==> src/rtl/case_conv_pkg.sv <==
`default_nettype none
// ============================================================================
//  Module      : case_conv_pkg
//  Description : Shared types, ASCII bounds and letter classifiers for the
//                streaming case converter.
//  Revision    : 1.0  initial release
// ============================================================================
package case_conv_pkg;

    typedef enum logic [1:0] {
        MODE_PASS  = 2'd0,
        MODE_UPPER = 2'd1,
        MODE_LOWER = 2'd2,
        MODE_TITLE = 2'd3
    } mode_e;

    localparam logic [7:0] ASCII_UPPER_LO = 8'h41;
    localparam logic [7:0] ASCII_UPPER_HI = 8'h5A;
    localparam logic [7:0] ASCII_LOWER_LO = 8'h61;
    localparam logic [7:0] ASCII_LOWER_HI = 8'h7A;
    localparam logic [7:0] CASE_DELTA     = 8'h20;

    function automatic logic is_upper(input logic [7:0] b);
        return (b >= ASCII_UPPER_LO) && (b <= ASCII_UPPER_HI);
    endfunction

    function automatic logic is_lower(input logic [7:0] b);
        return (b >= ASCII_LOWER_LO) && (b <= ASCII_LOWER_HI);
    endfunction

endpackage
`default_nettype wire

==> src/rtl/case_conv_lane.sv <==
`default_nettype none
// ============================================================================
//  Module      : case_conv_lane
//  Description : Combinational single-byte case converter. Title-case word
//                state enters on word_start_i and leaves on word_start_o so
//                lanes can be chained within a beat.
//  Revision    : 1.0  initial release
// ============================================================================
module case_conv_lane
    import case_conv_pkg::*;
(
    input  logic [7:0] byte_i,
    input  logic [1:0] mode_i,
    input  logic       word_start_i,
    output logic [7:0] byte_o,
    output logic       word_start_o,
    output logic       changed_o
);

    logic w_upper;
    logic w_lower;

    // Convert one byte; only ASCII letters are ever modified
    always_comb begin
        w_upper = is_upper(byte_i);
        w_lower = is_lower(byte_i);
        byte_o  = byte_i;
        case (mode_i)
            MODE_UPPER: if (w_lower) byte_o = byte_i - CASE_DELTA;
            MODE_LOWER: if (w_upper) byte_o = byte_i + CASE_DELTA;
            MODE_TITLE: begin
                if (word_start_i && w_lower)
                    byte_o = byte_i - CASE_DELTA;
                else if (!word_start_i && w_upper)
                    byte_o = byte_i + CASE_DELTA;
            end
            default: ;
        endcase
        // Any non-letter ends the current word
        word_start_o = !(w_upper || w_lower);
        changed_o    = (byte_o != byte_i);
    end

endmodule
`default_nettype wire

==> src/rtl/case_convert_stream.sv <==
`default_nettype none
// ============================================================================
//  Module      : case_convert_stream
//  Description : LANES-byte valid/ready stream case converter with frame
//                delimiting. Modes pass/upper/lower/title; mode is latched on
//                the first beat of each frame. One registered output stage.
//                Optional converted-byte counter enabled by the macro
//                CASE_CONV_STATS_EN.
//  Revision    : 1.0  initial release
// ============================================================================
module case_convert_stream
    import case_conv_pkg::*;
#(
    parameter int LANES = 4,
    parameter int CNT_W = 16
) (
    input  logic               clk,
    input  logic               rst,
    input  logic [1:0]         mode_i,
    input  logic               in_valid,
    output logic               in_ready,
    input  logic [8*LANES-1:0] in_data,
    input  logic               in_last,
    output logic               out_valid,
    input  logic               out_ready,
    output logic [8*LANES-1:0] out_data,
    output logic               out_last
`ifdef CASE_CONV_STATS_EN
    ,
    output logic [CNT_W-1:0]   conv_count
`endif
);

    localparam logic [0:0] ST_IDLE  = 1'b0;
    localparam logic [0:0] ST_FRAME = 1'b1;

    logic [0:0]         state_q, state_d;
    logic [1:0]         mode_q, mode_d;
    logic               word_start_q, word_start_d;
    logic               out_valid_q, out_valid_d;
    logic [8*LANES-1:0] out_data_q, out_data_d;
    logic               out_last_q, out_last_d;

    logic               w_accept;
    logic               w_first;
    logic [1:0]         w_beat_mode;
    logic               w_ws_seed;
    logic               w_ws_final;
    logic [8*LANES-1:0] w_conv_data;
    logic [LANES-1:0]   w_changed;

    // Frame state register
    always_ff @(posedge clk) begin
        if (rst) state_q <= ST_IDLE;
        else     state_q <= state_d;
    end

    // Frame tracking: a beat with in_last closes the frame
    always_comb begin
        state_d = state_q;
        case (state_q)
            ST_IDLE:  if (w_accept && !in_last) state_d = ST_FRAME;
            ST_FRAME: if (w_accept &&  in_last) state_d = ST_IDLE;
            default:  state_d = ST_IDLE;
        endcase
    end

    // Handshake and per-beat context derived from the frame state
    always_comb begin
        in_ready    = !out_valid_q || out_ready;
        w_accept    = in_valid && in_ready;
        w_first     = (state_q == ST_IDLE);
        // First beat uses the live mode; later beats use the latched one
        w_beat_mode = w_first ? mode_i : mode_q;
        w_ws_seed   = w_first ? 1'b1 : word_start_q;
    end

    // Lane chain: word state ripples from lane 0 upward
    for (genvar i = 0; i < LANES; i++) begin : g_lane
        logic w_ws_in;
        logic w_ws_out;
        if (i == 0) begin : g_head
            assign w_ws_in = w_ws_seed;
        end else begin : g_link
            assign w_ws_in = g_lane[i-1].w_ws_out;
        end
        case_conv_lane u_lane (
            .byte_i       (in_data[8*i +: 8]),
            .mode_i       (w_beat_mode),
            .word_start_i (w_ws_in),
            .byte_o       (w_conv_data[8*i +: 8]),
            .word_start_o (w_ws_out),
            .changed_o    (w_changed[i])
        );
    end
    assign w_ws_final = g_lane[LANES-1].w_ws_out;

    // Next values for the output stage and frame context
    always_comb begin
        out_valid_d  = out_valid_q;
        out_data_d   = out_data_q;
        out_last_d   = out_last_q;
        word_start_d = word_start_q;
        mode_d       = mode_q;
        if (w_accept) begin
            out_valid_d  = 1'b1;
            out_data_d   = w_conv_data;
            out_last_d   = in_last;
            word_start_d = w_ws_final;
            if (w_first) mode_d = mode_i;
        end else if (out_ready) begin
            out_valid_d = 1'b0;
        end
    end

    // Output stage and frame context registers
    always_ff @(posedge clk) begin
        if (rst) begin
            out_valid_q  <= 1'b0;
            out_data_q   <= '0;
            out_last_q   <= 1'b0;
            word_start_q <= 1'b1;
            mode_q       <= MODE_PASS;
        end else begin
            out_valid_q  <= out_valid_d;
            out_data_q   <= out_data_d;
            out_last_q   <= out_last_d;
            word_start_q <= word_start_d;
            mode_q       <= mode_d;
        end
    end

    assign out_valid = out_valid_q;
    assign out_data  = out_data_q;
    assign out_last  = out_last_q;

`ifdef CASE_CONV_STATS_EN
    logic [CNT_W-1:0] conv_count_q, conv_count_d;
    logic [CNT_W:0]   w_count_sum;

    // Saturating sum of altered lanes on every output-register load
    always_comb begin
        w_count_sum = {1'b0, conv_count_q};
        for (int i = 0; i < LANES; i++) begin
            w_count_sum = w_count_sum + {{CNT_W{1'b0}}, w_changed[i]};
        end
        conv_count_d = conv_count_q;
        if (w_accept) begin
            conv_count_d = w_count_sum[CNT_W] ? {CNT_W{1'b1}} : w_count_sum[CNT_W-1:0];
        end
    end

    // Counter register
    always_ff @(posedge clk) begin
        if (rst) conv_count_q <= '0;
        else     conv_count_q <= conv_count_d;
    end

    assign conv_count = conv_count_q;
`else
    // Change flags and counter width have no consumer without statistics
    logic w_unused_stats;
    assign w_unused_stats = ^{w_changed, CNT_W[0]};
`endif

endmodule
`default_nettype wire

==> config.mk <==
export PLATFORM = sky130hd
export DESIGN_NAME = case_convert_stream
export DESIGN_NICKNAME = d
export VERILOG_FILES = /design/src/rtl/case_conv_pkg.sv /design/src/rtl/case_conv_lane.sv /design/src/rtl/case_convert_stream.sv
export SDC_FILE = /design/constraint.sdc
export NUM_CORES = 1
export LEC_CHECK = 0
export ABC_AREA = 1
export BUFFER_PORTS_ARGS = -buffer_cell sky130_fd_sc_hd__buf_2
export CORE_MARGIN = 3
export CORE_UTILIZATION = 60
export DETAILED_ROUTE_END_ITERATION = 10
export PLACE_DENSITY = 0.87
export SLEW_MARGIN = 20
export SYNTH_ARGS = -nofsm -noshare
export SYNTH_HDL_FRONTEND = slang
export SYNTH_HIERARCHICAL = 1
export SYNTH_SLANG_ARGS = --single-unit
==> constraint.sdc <==
create_clock -name clk -period 3.7 [get_ports clk]
set_input_delay 0.37 -clock clk [delete_from_list [all_inputs] [get_ports clk]]
set_output_delay 0.37 -clock clk [all_outputs]
set_load 0.02 [all_outputs]
==> metrics, run 1 <==
status=finished, final reports clean; sw power=456.7 uW; GR Util All Layers=0.2450; number of global-route vias before repair=3,104; worst hold margin=261.9 ps; fmax=between 500 and 600 MHz; Crit Path Max Fanout=4; ratio of cells with drive above 1 in the final layout=0.2396; initial drt markers=250; # nets final=647; routed length per instance=11.62 um; Mapped Area=3390 um^2; port buffer count=73; final wirelength=7.795 mm; CTS tree=built; first-pass GRT wire length=13.05 mm; Synthesis Warnings=6; clock sinks=38; worst slew pin tran=1023 ps; P_int=787.3 uW; CP endpoint kind=flop; Layout area overhead=9.302%; syn nets=601; cells after synthesis=554; die area=approximately 6600 um^2; I/O pin cnt=74; Placed Cells=between 600 and 700; Final setup viols=0; Clock transition at path regs=70 ps; # resized after CTS=0; htree depth=2; Clk network pwr share=0.290; non-filler cells, final=around 670; Crit Path Class=in2reg; Power Dens Cells=about 340 nW/um^2; Leak=1.994 nW; CP required=slightly below 4000 ps; die height=81.16 um; Sw Share=0.3671; Final min period=between 1500 and 2000 ps; number of routed nets with antenna violations=0; hold_buf cts=0; Final Cycle Share=0.5196; unrepaired setup endpoints after global routing=false; initial antenna violation count=0; DRC=0; grt ovf=0; gp weighted congestion=0.8867; min setup slack post-route=roughly 1800 ps; Max Cap Violations=0; Worst Setup Start Kind=primary input; worst vdd ir=214.9 uV; max-slew violations=0; cts bufs inserted=5; Fin Clk Skew=between 10 and 15 ps; setup bufs post-CTS=0; # fillers=roughly 500; setup TNS=0 ps; DRT Pass-1 Iters=7; ANT cells=0; Cell Rows=26; relative slew slack=0.3165; Vias/cell=5.128; Placeable Area=5270 um^2; largest net degree at the start of global routing=39; worst path arrival time=2090 ps; combinational share of power=0.340; Fin. Hold Viols=0; Post-Syn Area per Cell=6.118 um^2; CTS Root Cell=clkbuf_8; via count=3,441; Initial Util=0.6432; Hold/Removal Path Class=in2reg; Setup WS pre-CTS=1522 ps; Clock Path Buffers=2; post-detail-place hpwl=a little under 6 mm; Die W=81.16 um; Reg power frac=0.370; Clock Latency Late Sink=just under 300 ps
[power groups by stage]
stage / clock [mW] / combinational, mW / sequential [mW]
6_report: 0.360 / 0.424 / 0.460
3_5_place_dp: 0 / 0.420 / 0.470
5_1_grt: 0.387 / 0.478 / 0.464
4_1_cts: 0.370 / 0.422 / 0.461
3_3_place_gp: 0 / 0.411 / 0.469
2_1_floorplan: 0 / 0.288 / 0.507
[worst paths after layout]
check               startpoint           end  slack [ps]  cells after the start
hold reg to reg   word_start_q  word_start_q         470                      2
hold / removal             rst     out_valid         260                      2
setup reg to reg          flop  out_data[13]        1850                     14
setup / recovery   in_data[10]  out_data[22]        1780                     15
[cell usage in the layout, fill, tap and decap left out, drive strengths merged]
master	n
dfxtp	38
inv	74
nand2	160
xnor2	8
or2	1
ha	8
nor3	4
nand3	26
nor2	118
bufinv	1
buf	73
clkbuf	5
o211ai	12
o21ai	40
nand4	16
a21oi	15
clkinvlp	2
[stage by stage]
step	power, mW	utilization	instance area [um^2]
floorplan	0.7954	-	3390
global placement	0.8800	0.6814	3591
detailed placement	0.8903	0.6814	3591
CTS	1.253	0.7030	3705
global route	1.329	0.7030	3705
finish	1.244	0.7030	3705
[sequential cells by signal, indices dropped and copies added, names as in the netlist, named ones only]
signal        cells
mode_q            2
out_data         32
out_last          1
out_valid         1
word_start_q      1
[worst max-delay path, cell delays in order]
cell	delay [ps]
buf_2	120
nor2_1	190
nand3_1	110
nand2_1	100
nand2_2	90
nand2_4	100
inv_1	70
nor2_1	160
inv_1	100
nor2_1	140
nand2_1	70
o211ai_1	100
a21oi_1	100
o21ai_0	200
nor2_1	80
[routing by layer]
layer,GRT usage,part of all wire,vias to the layer above
met2,0.4425,0.50,106
met5,0,0,-
met3,0.03991,0.058,6
met4,0.05743,0.0081,0
li1,-,-,1802
met1,0.3020,0.44,1527
[cell type report]
cell class                 count  area, um^2  area share
clock buffer                   5       68.82     0.01857
clock inverter                 3       45.04     0.01216
inverter                      74       297.8     0.08038
multi-input combinational    408        2079      0.5613
sequential                    38       760.7      0.2053
tap                           70       87.58     0.02364
timing repair buffer          73       365.4     0.09862
No activity file was read; power rests on OpenSTA's default activity.
==> run 2, diff against run 1 <==
--- a/config.mk
+++ b/config.mk
@@ -8,9 +8,9 @@
 export ABC_AREA = 1
 export BUFFER_PORTS_ARGS = -buffer_cell sky130_fd_sc_hd__buf_2
 export CORE_MARGIN = 3
-export CORE_UTILIZATION = 60
+export CORE_UTILIZATION = 56
 export DETAILED_ROUTE_END_ITERATION = 10
-export PLACE_DENSITY = 0.87
+export PLACE_DENSITY = 0.82
 export SLEW_MARGIN = 20
 export SYNTH_ARGS = -nofsm -noshare
 export SYNTH_HDL_FRONTEND = slang
==> constraint.sdc (replaced) <==
create_clock -name clk -period 1.8 [get_ports clk]
set_input_delay 0.18 -clock clk [delete_from_list [all_inputs] [get_ports clk]]
set_output_delay 0.18 -clock clk [all_outputs]
set_load 0.02 [all_outputs]
==> run 2 against run 1 <==
  * Critical path depth is the same
  * Final area up 8.2%
  * Register-to-register slack worse by 1700 ps
  * Critical path type is now reg2reg
  * Highest routed layer unchanged
==> metrics, run 2 (same netlist as run 1, synthesis figures left out) <==
Cell Rows=27 (was 26); Initial Util=0.5972 (was 0.6432); Worst Setup Start Kind=flop (was primary input); CP endpoint kind=flop (unchanged); Final min period=about 1700 ps; port buffer count=73 (unchanged); htree depth=2 (unchanged); most frequent cells in the layout=nand2_1 (127), nor2_1 (110), buf_2 (73) (was nand2_1 (127), nor2_1 (114), buf_2 (73)); max reg flops=32 (unchanged); Final setup viols=0 (unchanged); worst vdd ir=397.7 uV (was 214.9 uV); Tot Pwr=2.503 mW (was 1.244 mW); largest net degree at the start of global routing=37 (was 39); hold_buf cts=0 (unchanged); post-detail-place hpwl=6.227 mm (was 5.852 mm); Leak=2.182 nW (was 1.994 nW); GR Util All Layers=0.2374 (was 0.2450); max-slew violations=0 (unchanged); final wirelength=8.069 mm (was 7.795 mm); CTS tree=built (unchanged); die area=7022 um^2 (was 6587 um^2); cts bufs inserted=5 (unchanged); gp weighted congestion=0.8755 (was 0.8867); min setup slack post-route=148.6 ps (was 1777 ps); most common cell after layout, fill and taps aside=nand2_1 (unchanged); number of routed nets with antenna violations=0 (unchanged); Vias/cell=5.008 (was 5.128); ratio of cells with drive above 1 in the final layout=0.2975 (was 0.2396); Layout area overhead=18.31% (was 9.302%); Fin Clk Skew=8.969 ps (was 11.28 ps); status=finished, final reports clean (unchanged); routed length per instance=11.30 um (was 11.62 um); Clock transition at path regs=80 ps (was 70 ps); Crit Path Max Fanout=11 (was 4); Power Dens Cells=624.1 nW/um^2 (was 335.8 nW/um^2); # nets final=689 (was 647); worst hold margin=63.53 ps (was 261.9 ps); CTS Root Cell=clkbuf_8 (unchanged); Die W=83.80 um (was 81.16 um); Clock Latency Late Sink=300 ps (was 290 ps); non-filler cells, final=714 (was 671); fmax=605.5 MHz; CP required=1990 ps (was 3870 ps); grt ovf=0 (unchanged); first-pass GRT wire length=14.39 mm (was 13.05 mm); worst path arrival time=1840 ps (was 2090 ps); Max Cap Violations=0 (unchanged); CP most frequent cell=nand2_1 (was nor2_1); Final Cycle Share=0.9175; clock sinks=38 (unchanged); Setup WS pre-CTS=-74.68 ps (was 1522 ps); DRT Pass-1 Iters=4 (was 7); hold-critical path depth=2 (unchanged); Placed Cells=705 (was 663); Placeable Area=5675 um^2 (was 5270 um^2); via count=3,576 (was 3,441); worst slew pin tran=444.7 ps (was 1023 ps); Hold/Removal Path Class=in2reg (unchanged); relative slew slack=0.7028 (was 0.3165); Clock Path Buffers=2 (unchanged); Crit Path Class=reg2reg (was in2reg); DRC=0 (unchanged); Fin. Hold Viols=0 (unchanged); initial antenna violation count=0 (unchanged); die height=83.80 um (was 81.16 um); reg2reg path depth=15 (was 14); worst stage delay on the critical path=360 ps (was 200 ps); initial drt markers=212 (was 250); ANT cells=0 (unchanged); CP Cell Sequence=inv_1 -> nand2_1 -> nand2_1 -> inv_4 -> inv_1 -> nand2_1 -> inv_1 -> nand2_2 -> nand2_1 -> nand2_1 -> nand3_2 -> nand2_1 -> nand2_1 -> o21ai_0 -> nor2_1 (was buf_2 -> nor2_1 -> nand3_1 -> nand2_1 -> nand2_2 -> nand2_4 -> inv_1 -> nor2_1 -> inv_1 -> nor2_1 -> nand2_1 -> o211ai_1 -> a21oi_1 -> o21ai_0 -> nor2_1); number of global-route vias before repair=3,413 (was 3,104); setup TNS=0 ps (unchanged); I/O pin cnt=74 (unchanged); Critical-path top delay cell=dfxtp_2 (was o21ai_0)
## run 2: worst max-delay path: cells and delay by family (launching register included)
family	cells	cell delay (ps)
AOI/OAI and AO/OA	1	170
and+or+nand+nor	10	680
buffers and inverters	4	350
DFF	1	360
## run 2: per-layer routing
| metal | vias to the layer above | share of wire | GRT usage |
|---|---|---|---|
| met2 | 87 | 0.48 | 0.4071 |
| met3 | 6 | 0.057 | 0.03356 |
| li1 | 1886 | - | - |
| met5 | - | 0 | 0 |
| met1 | 1597 | 0.45 | 0.3084 |
| met4 | 0 | 0.0087 | 0.06871 |
## run 2: stage by stage
stage | cell area (um^2) | util
after floorplan | 3390 | -
after global placement | 3894 | 0.6861
after detailed placement | 3894 | 0.6861
after CTS | 3978 | 0.7008
after global routing | 4010 | 0.7066
final | 4010 | 0.7066
## run 2: path summary, 6_finish.rpt
path            start            to  slack, ps
max              flop  out_data[29]        150
min               rst      out_last         60
max reg2reg      flop  out_data[29]        150
min reg2reg  out_last      out_last        470
## run 2: where the power goes
part / total (mW) / switching (mW) / internal [mW]
registers: 0.945 / 0.0334 / 0.912
clock network: 0.590 / 0.325 / 0.265
logic: 0.968 / 0.600 / 0.368
total: 2.50 / 0.958 / 1.54
## run 2: layout make-up
cell class	count	area, um^2
clock inverter	2	15.01
timing repair buffer	115	684.4
clock buffer	5	68.82
inverter	74	300.3
fill	538	1665
tap	72	90.09
multi-input combinational	408	2090
sequential	38	762.0
## run 2: repair_timing
item | in CTS | in global routing
gates resized for setup | 1 | 7
endpoints found under the setup margin | 4 | 9
setup buffers | 0 | 2
